$ cat config.mk
export PLATFORM = sky130hd
export DESIGN_NAME = icache_fetch_ctrl
export DESIGN_NICKNAME = d
export VERILOG_FILES = /design/src/rtl/drac_pkg.sv /design/src/rtl/icache_fetch_ctrl_line_buffer.sv /design/src/rtl/icache_fetch_ctrl.sv
export SDC_FILE = /design/constraint.sdc
export NUM_CORES = 1
export LEC_CHECK = 0
export CAP_MARGIN = 20
export CORE_ASPECT_RATIO = 1.5
export CORE_MARGIN = 2
export CORE_UTILIZATION = 45
export DETAILED_ROUTE_END_ITERATION = 10
export PLACE_DENSITY = 0.84
export SLEW_MARGIN = 20
export SYNTH_ARGS = -nofsm -noshare
export SYNTH_HDL_FRONTEND = slang
export SYNTH_SLANG_ARGS = --single-unit
export TNS_END_PERCENT = 30
$ cat constraint.sdc
create_clock -name clk_i -period 12.7 [get_ports clk_i]
set_input_delay 3.175 -clock clk_i [delete_from_list [all_inputs] [get_ports clk_i]]
set_output_delay 3.175 -clock clk_i [all_outputs]
set_load 0.005 [all_outputs]
$ cat src/rtl/drac_pkg.sv
// Shared core types for the fetch / instruction cache path.
// Widths, exception causes and fetch-side bundles.
package drac_pkg;

    localparam int XLEN                 = 64;
    localparam int ADDR_SIZE            = 40;
    localparam int ICACHELINE_SIZE      = 127;
    localparam int ICACHE_IDX_BITS_SIZE = 12;
    localparam int ICACHE_VPN_BITS_SIZE = 28;
    localparam int ICACHE_LINE_TAG_W    = ADDR_SIZE - 4;

    typedef logic [ADDR_SIZE-1:0]            addr_t;
    typedef logic [XLEN-1:0]                 bus64_t;
    typedef logic [31:0]                     inst_t;
    typedef logic [ICACHELINE_SIZE:0]        icache_line_t;
    typedef logic [ICACHE_IDX_BITS_SIZE-1:0] icache_idx_t;
    typedef logic [ICACHE_VPN_BITS_SIZE-1:0] icache_vpn_t;
    typedef logic [ICACHE_LINE_TAG_W-1:0]    icache_tag_t;

    typedef logic [1:0] icache_state_t;
    localparam icache_state_t ResetState = 2'd0;
    localparam icache_state_t NoReq      = 2'd1;
    localparam icache_state_t ReqValid   = 2'd2;
    localparam icache_state_t RespReady  = 2'd3;

    localparam bus64_t INSTR_ADDR_MISALIGNED = 64'd0;
    localparam bus64_t INSTR_ACCESS_FAULT    = 64'd1;
    localparam bus64_t INSTR_PAGE_FAULT      = 64'd12;

    typedef struct packed {
        bus64_t cause;
        bus64_t origin;
        logic   valid;
    } exception_t;

    typedef struct packed {
        logic  valid;
        addr_t vaddr;
    } req_cpu_icache_t;

    typedef struct packed {
        logic       valid;
        inst_t      data;
        exception_t ex;
    } req_icache_cpu_t;

    typedef struct packed {
        logic        valid;
        icache_idx_t idx;
        icache_vpn_t vpn;
        logic        kill;
    } icache_fetch_req_t;

    typedef struct packed {
        logic         valid;
        icache_line_t data;
        logic         xcpt_pf;
        logic         xcpt_af;
    } icache_fetch_resp_t;

    // Pick one 32-bit instruction out of a 128-bit line.
    function automatic inst_t line_word(input icache_line_t line,
                                        input logic [1:0] sel);
        return line[{sel, 5'b0} +: 32];
    endfunction

endpackage

$ cat src/rtl/icache_fetch_ctrl_line_buffer.sv
// One-line buffer holding the last fetched icache line.
// Looked up combinationally; filled on a clean miss response.
module icache_line_buffer
    import drac_pkg::*;
(
    input  logic         clk_i,
    input  logic         rst_i,
    input  logic         fill_i,
    input  icache_tag_t  fill_tag_i,
    input  icache_line_t fill_line_i,
    input  logic         inval_i,
    input  addr_t        lookup_vaddr_i,
    output logic         hit_o,
    output inst_t        word_o
);

    logic         buf_valid_q, buf_valid_d;
    icache_tag_t  buf_tag_q, buf_tag_d;
    icache_line_t buf_line_q, buf_line_d;

    // Invalidate beats a simultaneous fill.
    always_comb begin
        buf_valid_d = buf_valid_q;
        buf_tag_d   = buf_tag_q;
        buf_line_d  = buf_line_q;
        if (fill_i) begin
            buf_valid_d = 1'b1;
            buf_tag_d   = fill_tag_i;
            buf_line_d  = fill_line_i;
        end
        if (inval_i) begin
            buf_valid_d = 1'b0;
        end
    end

    // Buffer state registers.
    always_ff @(posedge clk_i or posedge rst_i) begin
        if (rst_i) begin
            buf_valid_q <= 1'b0;
            buf_tag_q   <= '0;
            buf_line_q  <= '0;
        end else begin
            buf_valid_q <= buf_valid_d;
            buf_tag_q   <= buf_tag_d;
            buf_line_q  <= buf_line_d;
        end
    end

    assign hit_o  = buf_valid_q &&
                    (lookup_vaddr_i[ADDR_SIZE-1:4] == buf_tag_q);
    assign word_o = line_word(buf_line_q, lookup_vaddr_i[3:2]);

endmodule

$ cat src/rtl/icache_fetch_ctrl.sv
// Bridge between the fetch stage and the L1 instruction cache.
// Serves line-buffer hits locally and forwards misses as idx/vpn.
module icache_fetch_ctrl
    import drac_pkg::*;
(
    input  logic            clk_i,
    input  logic            rst_i,
    input  req_cpu_icache_t req_fetch_i,
    output logic            req_ready_o,
    input  logic            flush_i,
    input  logic            invalidate_i,
    output logic            icache_req_valid_o,
    input  logic            icache_req_ready_i,
    output icache_idx_t     icache_req_idx_o,
    output icache_vpn_t     icache_req_vpn_o,
    output logic            icache_req_kill_o,
    input  logic            icache_resp_valid_i,
    input  icache_line_t    icache_resp_data_i,
    input  logic            icache_xcpt_pf_i,
    input  logic            icache_xcpt_af_i,
    output req_icache_cpu_t resp_fetch_o
);

    icache_state_t      state_q, state_d;
    addr_t              vaddr_q, vaddr_d;
    logic               kill_q, kill_d;
    req_icache_cpu_t    resp_q, resp_d;
    icache_fetch_req_t  ireq;
    icache_fetch_resp_t iresp;
    logic               accept;
    logic               misaligned;
    logic               fill;
    logic               hit;
    inst_t              hit_word;

    assign iresp.valid   = icache_resp_valid_i;
    assign iresp.data    = icache_resp_data_i;
    assign iresp.xcpt_pf = icache_xcpt_pf_i;
    assign iresp.xcpt_af = icache_xcpt_af_i;

    assign req_ready_o = (state_q == NoReq) && !flush_i;
    assign accept      = req_fetch_i.valid && req_ready_o;
    assign misaligned  = |req_fetch_i.vaddr[1:0];

    icache_line_buffer u_buf (
        .clk_i          (clk_i),
        .rst_i          (rst_i),
        .fill_i         (fill),
        .fill_tag_i     (vaddr_q[ADDR_SIZE-1:4]),
        .fill_line_i    (iresp.data),
        .inval_i        (invalidate_i),
        .lookup_vaddr_i (req_fetch_i.vaddr),
        .hit_o          (hit),
        .word_o         (hit_word)
    );

    // Next-state, response and buffer-fill decisions.
    always_comb begin
        state_d      = state_q;
        vaddr_d      = vaddr_q;
        kill_d       = kill_q;
        resp_d       = resp_q;
        resp_d.valid = 1'b0;
        fill         = 1'b0;
        case (state_q)
            ResetState: begin
                state_d = NoReq;
            end
            NoReq: begin
                if (accept) begin
                    vaddr_d = req_fetch_i.vaddr;
                    if (misaligned) begin
                        resp_d.valid     = 1'b1;
                        resp_d.data      = '0;
                        resp_d.ex.valid  = 1'b1;
                        resp_d.ex.cause  = INSTR_ADDR_MISALIGNED;
                        resp_d.ex.origin = {{(XLEN-ADDR_SIZE){1'b0}},
                                            req_fetch_i.vaddr};
                    end else if (hit) begin
                        resp_d.valid = 1'b1;
                        resp_d.data  = hit_word;
                        resp_d.ex    = '0;
                    end else begin
                        state_d = ReqValid;
                    end
                end
            end
            ReqValid: begin
                if (flush_i) begin
                    state_d = NoReq;
                end else if (icache_req_ready_i) begin
                    state_d = RespReady;
                end
            end
            RespReady: begin
                if (iresp.valid) begin
                    state_d = NoReq;
                    kill_d  = 1'b0;
                    if (!kill_q && !flush_i) begin
                        resp_d.valid = 1'b1;
                        if (iresp.xcpt_pf || iresp.xcpt_af) begin
                            resp_d.data      = '0;
                            resp_d.ex.valid  = 1'b1;
                            resp_d.ex.cause  = iresp.xcpt_pf ?
                                               INSTR_PAGE_FAULT :
                                               INSTR_ACCESS_FAULT;
                            resp_d.ex.origin = {{(XLEN-ADDR_SIZE){1'b0}},
                                                vaddr_q};
                        end else begin
                            resp_d.data = line_word(iresp.data,
                                                    vaddr_q[3:2]);
                            resp_d.ex   = '0;
                            fill        = 1'b1;
                        end
                    end
                end else if (flush_i) begin
                    kill_d = 1'b1;
                end
            end
            default: begin
                state_d = ResetState;
            end
        endcase
        if (flush_i) begin
            resp_d.valid = 1'b0;
        end
    end

    // Control and response registers.
    always_ff @(posedge clk_i or posedge rst_i) begin
        if (rst_i) begin
            state_q <= ResetState;
            vaddr_q <= '0;
            kill_q  <= 1'b0;
            resp_q  <= '0;
        end else begin
            state_q <= state_d;
            vaddr_q <= vaddr_d;
            kill_q  <= kill_d;
            resp_q  <= resp_d;
        end
    end

    // Icache request bundle built from the latched address.
    always_comb begin
        ireq.valid = (state_q == ReqValid) && !flush_i;
        ireq.idx   = {vaddr_q[11:4], 4'b0000};
        ireq.vpn   = vaddr_q[ADDR_SIZE-1:12];
        ireq.kill  = (state_q == RespReady) && flush_i &&
                     !kill_q && !iresp.valid;
    end

    assign icache_req_valid_o = ireq.valid;
    assign icache_req_idx_o   = ireq.idx;
    assign icache_req_vpn_o   = ireq.vpn;
    assign icache_req_kill_o  = ireq.kill;
    assign resp_fetch_o       = resp_q;

endmodule

# == Word-level counts from Yosys, hierarchy flattened ==
# Cells that the tools add are included.
# word_totals
register_bits,370
# classes
n_eq_ne,11
reduce_logical,21
muxes,24
shifts,2
# op_table
cell,n
2-to-1 mux 162 bit,5
case mux 162 bit (2 select lines),1
variable part select 128 x 8 -> 32 bit,2
2-to-1 mux 161 bit,1
== test 36 bit,1
2-to-1 mux 2 bit,6
!= test 2 bit (second input constant),5
AND reduction 5 bit,2
2-to-1 mux 1 bit,9
logical AND 1 bit,8
case mux 2 bit (4 select lines),1
!= test 3 bit (second input constant),2
nonzero test 2 bit,3
== test 2 bit (second input constant),2
2-to-1 mux 4 bit,1
AND reduction 2 bit,2
zero test 1 bit,3
== test 2 x 1 -> 1 bit (second input constant),1
zero test 2 bit,1
OR reduction 2 bit,1
logical OR 1 bit,1

# == Logic depth before layout (Yosys ltp) ==
# depth
ltp_word,7
depth_mapped,12
ltp_nobuf,8

# == By module ==
# A second synthesis with hierarchy kept.
# hier_totals
cells_unflattened,1148
hier_area_um2,14186.1
# modules_own_cells
module,cells_per_inst,area_each_um2,instances
icache_line_buffer,438,7327.0,1
icache_fetch_ctrl,710,6859.1,1

# == Worst setup path after synthesis ==
# OpenSTA, ideal clock, no wires.
# synth_path
path_kind,input to output
startpoint,input port flush_i
endpoint,output port icache_req_valid_o
path_slack_ns,6.124
arrival_ns,3.401
cell_stages,2
n_path_buf,0
required_time_ns,9.525
cell_sequence,nand2b_1 inv_1
# synth_via
elab_chain_len,2
# synth_lines
item,line,rtl
from (decl),icache_fetch_ctrl.sv:10,"input logic flush_i,"
zero test 1 bit,icache_fetch_ctrl.sv:146,ireq.valid = (state_q == ReqValid) && !flush_i;
logical AND 1 bit,icache_fetch_ctrl.sv:146,
to (decl),icache_fetch_ctrl.sv:12,"output logic icache_req_valid_o,"
# Every way passes these cells.

# == Final worst setup path ==
# layout_path
startpoint,input port flush_i
endpoint,output port req_ready_o
# layout_via
elab_chain_len,2
# layout_lines
item,line,rtl
zero test 1 bit,icache_fetch_ctrl.sv:41,assign req_ready_o = (state_q == NoReq) && !flush_i;
logical AND 1 bit,icache_fetch_ctrl.sv:41,
to (decl),icache_fetch_ctrl.sv:9,"output logic req_ready_o,"
# Every way passes these cells.

==> summary.md <==
* **area of the mapped netlist** 14,600 um^2
* **DRC errors left** 0
* **Gates resized, CTS repair** 0
* **met3 Track Usage GR** 2.82%
* **number of enable-type register cells in the synthesized netlist** 0
* **overall die height** 225 um
* **Relative slew margins** 29.5%
* **Global Route met2 Usage** 40.8%
* **Crit path top cell by count** clkdlybuf4s50_1
* **cts bufs inserted** 27
* **pin count of the biggest net entering global routing** 137
* **setup repair after global routing missed its margin** no
* **Setup crit end kind** output pin
* **FFs w/ async S/R, synth** 100%
* **clk_lat worst skew** 0.55 ns
* **library cell contributing the largest single delay on the critical path** clkdlybuf4s50_1
* **GPL Wtd Cong** 0.814
* **initial cell density of the core** 45.7%
* **register area** 7110 um^2
* **worst setup path startpoint** flush_i
* **number of filler cells placed in the layout** 2,615
* **WL per Instance** 18.4 um
* **average footprint of a synthesized cell** 9.72 um^2
* **most used flip-flop cell after synthesis** dfrtp_1
* **Worst Tran Pin Value** 1.06 ns
* **port buffer count** 292
* **via total after detailed routing** 11,414
* **Crit Path Max Fanout** 6
* **via-per-instance ratio** 5.34
* **Worst Setup Start Kind** input pin
* **Seq cells post-synth** 284
* **Root Driver** clkbuf_16
* **hold path start** u_buf.buf_line_q[87]$_DFFE_PP0P_
* **max capacitance violation total** 0
* **wire length of the first global-routing pass** 60,300 um
* **Critical Path Max Stage Delay** 0.53 ns
* **upper clock frequency limit** 0.130 GHz
* **Cell Rows** 80
* **Hold WS** 0.474 ns
* **number of cells traversed by the worst hold path** 2
* **CP Data Arrival Time** 4.50 ns
* **commonest cells after routing, fill and taps aside** nand2_1, clkdlybuf4s50_1, dfrtp_1, conb_1, mux2_1
* **Top Ports** 382
* **final cycle utilization of the critical path** 60.5%
* **antenna violations before repair** 1
* **grt ovf** 0
* **min-delay worst type** reg -> reg
* **category of the critical setup timing path** in -> out
* **fraction of final layout cells with drive strength greater than 1** 7.48%
* **Hold Violations, Final** 0
* **power density normalized to cell area** 152 nW/um^2
* **number of clock sinks seen by CTS** 284
* **TritonCTS clock tree** done
* **clock-pin slew on the worst setup and hold paths** 0.06 ns
* **Worst R2R Start** u_buf.buf_tag_q[28]$_DFFE_PP0P_
* **run status** complete, no violations
* **core footprint** 31,900 um^2
* **area enclosed by the die boundary** 33,900 um^2
* **area occupied by multi-input gates** 6460 um^2
* **Final #Nets** 1,889
* **number of failing setup endpoints in the final timing report** 0
* **Synth Warn #** 0
* **Worst EP required** 9.52 ns
* **Die Width** 151 um
* **Worst R2R Path Depth** 8
* **crit path time final** 7.68 ns
* **deepest clock path buffer count** 3
* **Routed Wire Length** 39,200 um
* **standby leakage power** 8.76 nW
* **hold_buf cts** 0
* **Seq/Total Area, Yosys** 48.7%
* **hpwl dp** 26,500 um
* **starting DRC count in detailed routing** 576
* **leading cell type in the layout, fill and taps excluded** nand2_1
* **met1 Use GR** 25.9%
* **Setup TNS** 0 ns
* **via count of the first global-routing pass** 11,569
* **routing layer with the top usage in global route** met2
* **post-synthesis cell type count** 42
* **peak supply drop** 0.108 mV
* **buffer count from post-CTS setup fixing** 0
* **number of standard cells after synthesis** 1,502
* **Max Transition Viols Final** 0
* **cell chain of the critical path** clkdlybuf4s50_1, and2b_1, clkdlybuf4s50_1
* **overall fraction of global-route tracks in use** 22.8%
* **post-route clock skew** 0.0248 ns
* **CTS H-tree lvls** 1
* **DRT Pass-1 Iters** 5
* **Antenna Nets Post-Route** 0
* **Layout area overhead** 23.3%
==> report_power, final <==
| part | switching, mW | total (mW) | internal, mW |
|---|---|---|---|
| registers | 0.143 | 1.18 | 1.04 |
| clock network | 0.337 | 0.792 | 0.454 |
| logic | 0.329 | 0.752 | 0.423 |
| total | 0.810 | 2.73 | 1.92 |
==> worst max-delay path, delay by kind of cell <==
kind,cells,cell delay (ns)
buffers and inverters,2,1.01
AND/OR/NAND/NOR,1,0.32
==> layout make-up <==
class / count / share of cell area, %
diodes: 1 / 0.0139
well taps: 410 / 2.85
multi-input cells: 1080 / 35.9
repair buffers: 306 / 16.8
clock inverters: 6 / 0.466
clock buffers: 40 / 4.25
inverters: 9 / 0.229
flip-flops and latches: 284 / 39.5
==> worst paths after layout <==
path | to | slack (ns)
worst max-delay path | req_ready_o | 5.02
worst min-delay path | u_buf.buf_line_q[87]$_DFFE_PP0P_ | 0.47
worst max register to register | resp_fetch_o[32]$_DFFE_PP0P_ | 8.43
worst min register to register | u_buf.buf_line_q[87]$_DFFE_PP0P_ | 0.47
max in group asynchronous | u_buf.buf_tag_q[7]$_DFFE_PP0P_ | 7.00
min in group asynchronous | kill_q$_DFFE_PP0P_ | 3.19
==> state kept, by name (all words and copies together), names as in the netlist <==
register / count
u_buf.buf_line_q: 128
resp_fetch_o: 76
vaddr_q: 40
u_buf.buf_tag_q: 36
state_q: 2
kill_q: 1
u_buf.buf_valid_q: 1
==> cell usage after synthesis (all sizes together) (2+ instances only) <==
library cell	number	area [um^2]
nand2	657	2470
dfrtp	284	7110
buf	163	1160
mux2	74	833
mux4	64	1440
clkbuf	54	203
o21ai	41	213
a22o	36	315
nand3	35	175
xnor2	32	280
inv	9	33.8
nand4	8	50.1
nor2	7	26.3
nor3	5	30.0
ha	4	50.1
nor4	4	40.0
a21oi	3	15.0
and2	2	12.5
or3	2	12.5
or4	2	15.0
==> cells by family after synthesis <==
kind of cell | count (synthesis) | synth area share [%]
simple gates | 728 | 19.7
flops | 284 | 48.7
buf+inv | 226 | 9.56
mux | 139 | 15.6
compound gates | 87 | 4.11
xor+xnor | 33 | 1.98
fa+ha+maj | 4 | 0.343
other cells | 1 | 0.0257
==> metrics by stage <==
stage	total power [mW]	setup WS [ns]	instance area, um^2	utilization, %	std cells
3_5_place_dp	1.96	4.99	17100	53.7	2089
6_report	2.73	5.02	18000	56.4	2136
3_3_place_gp	1.92	5.00	17100	53.7	2089
2_1_floorplan	1.68	1.69	14900	-	1590
5_1_grt	2.86	4.91	18000	56.4	2136
4_1_cts	2.75	4.99	18000	56.4	2135
==> metal layers <==
layer | share of wire, % | routed length, um
met5 | 0 | 0
met4 | 6.1 | 2380
met3 | 6.6 | 2600
met2 | 52 | 20400
met1 | 35 | 13800
(Power assumes the default switching activity.)
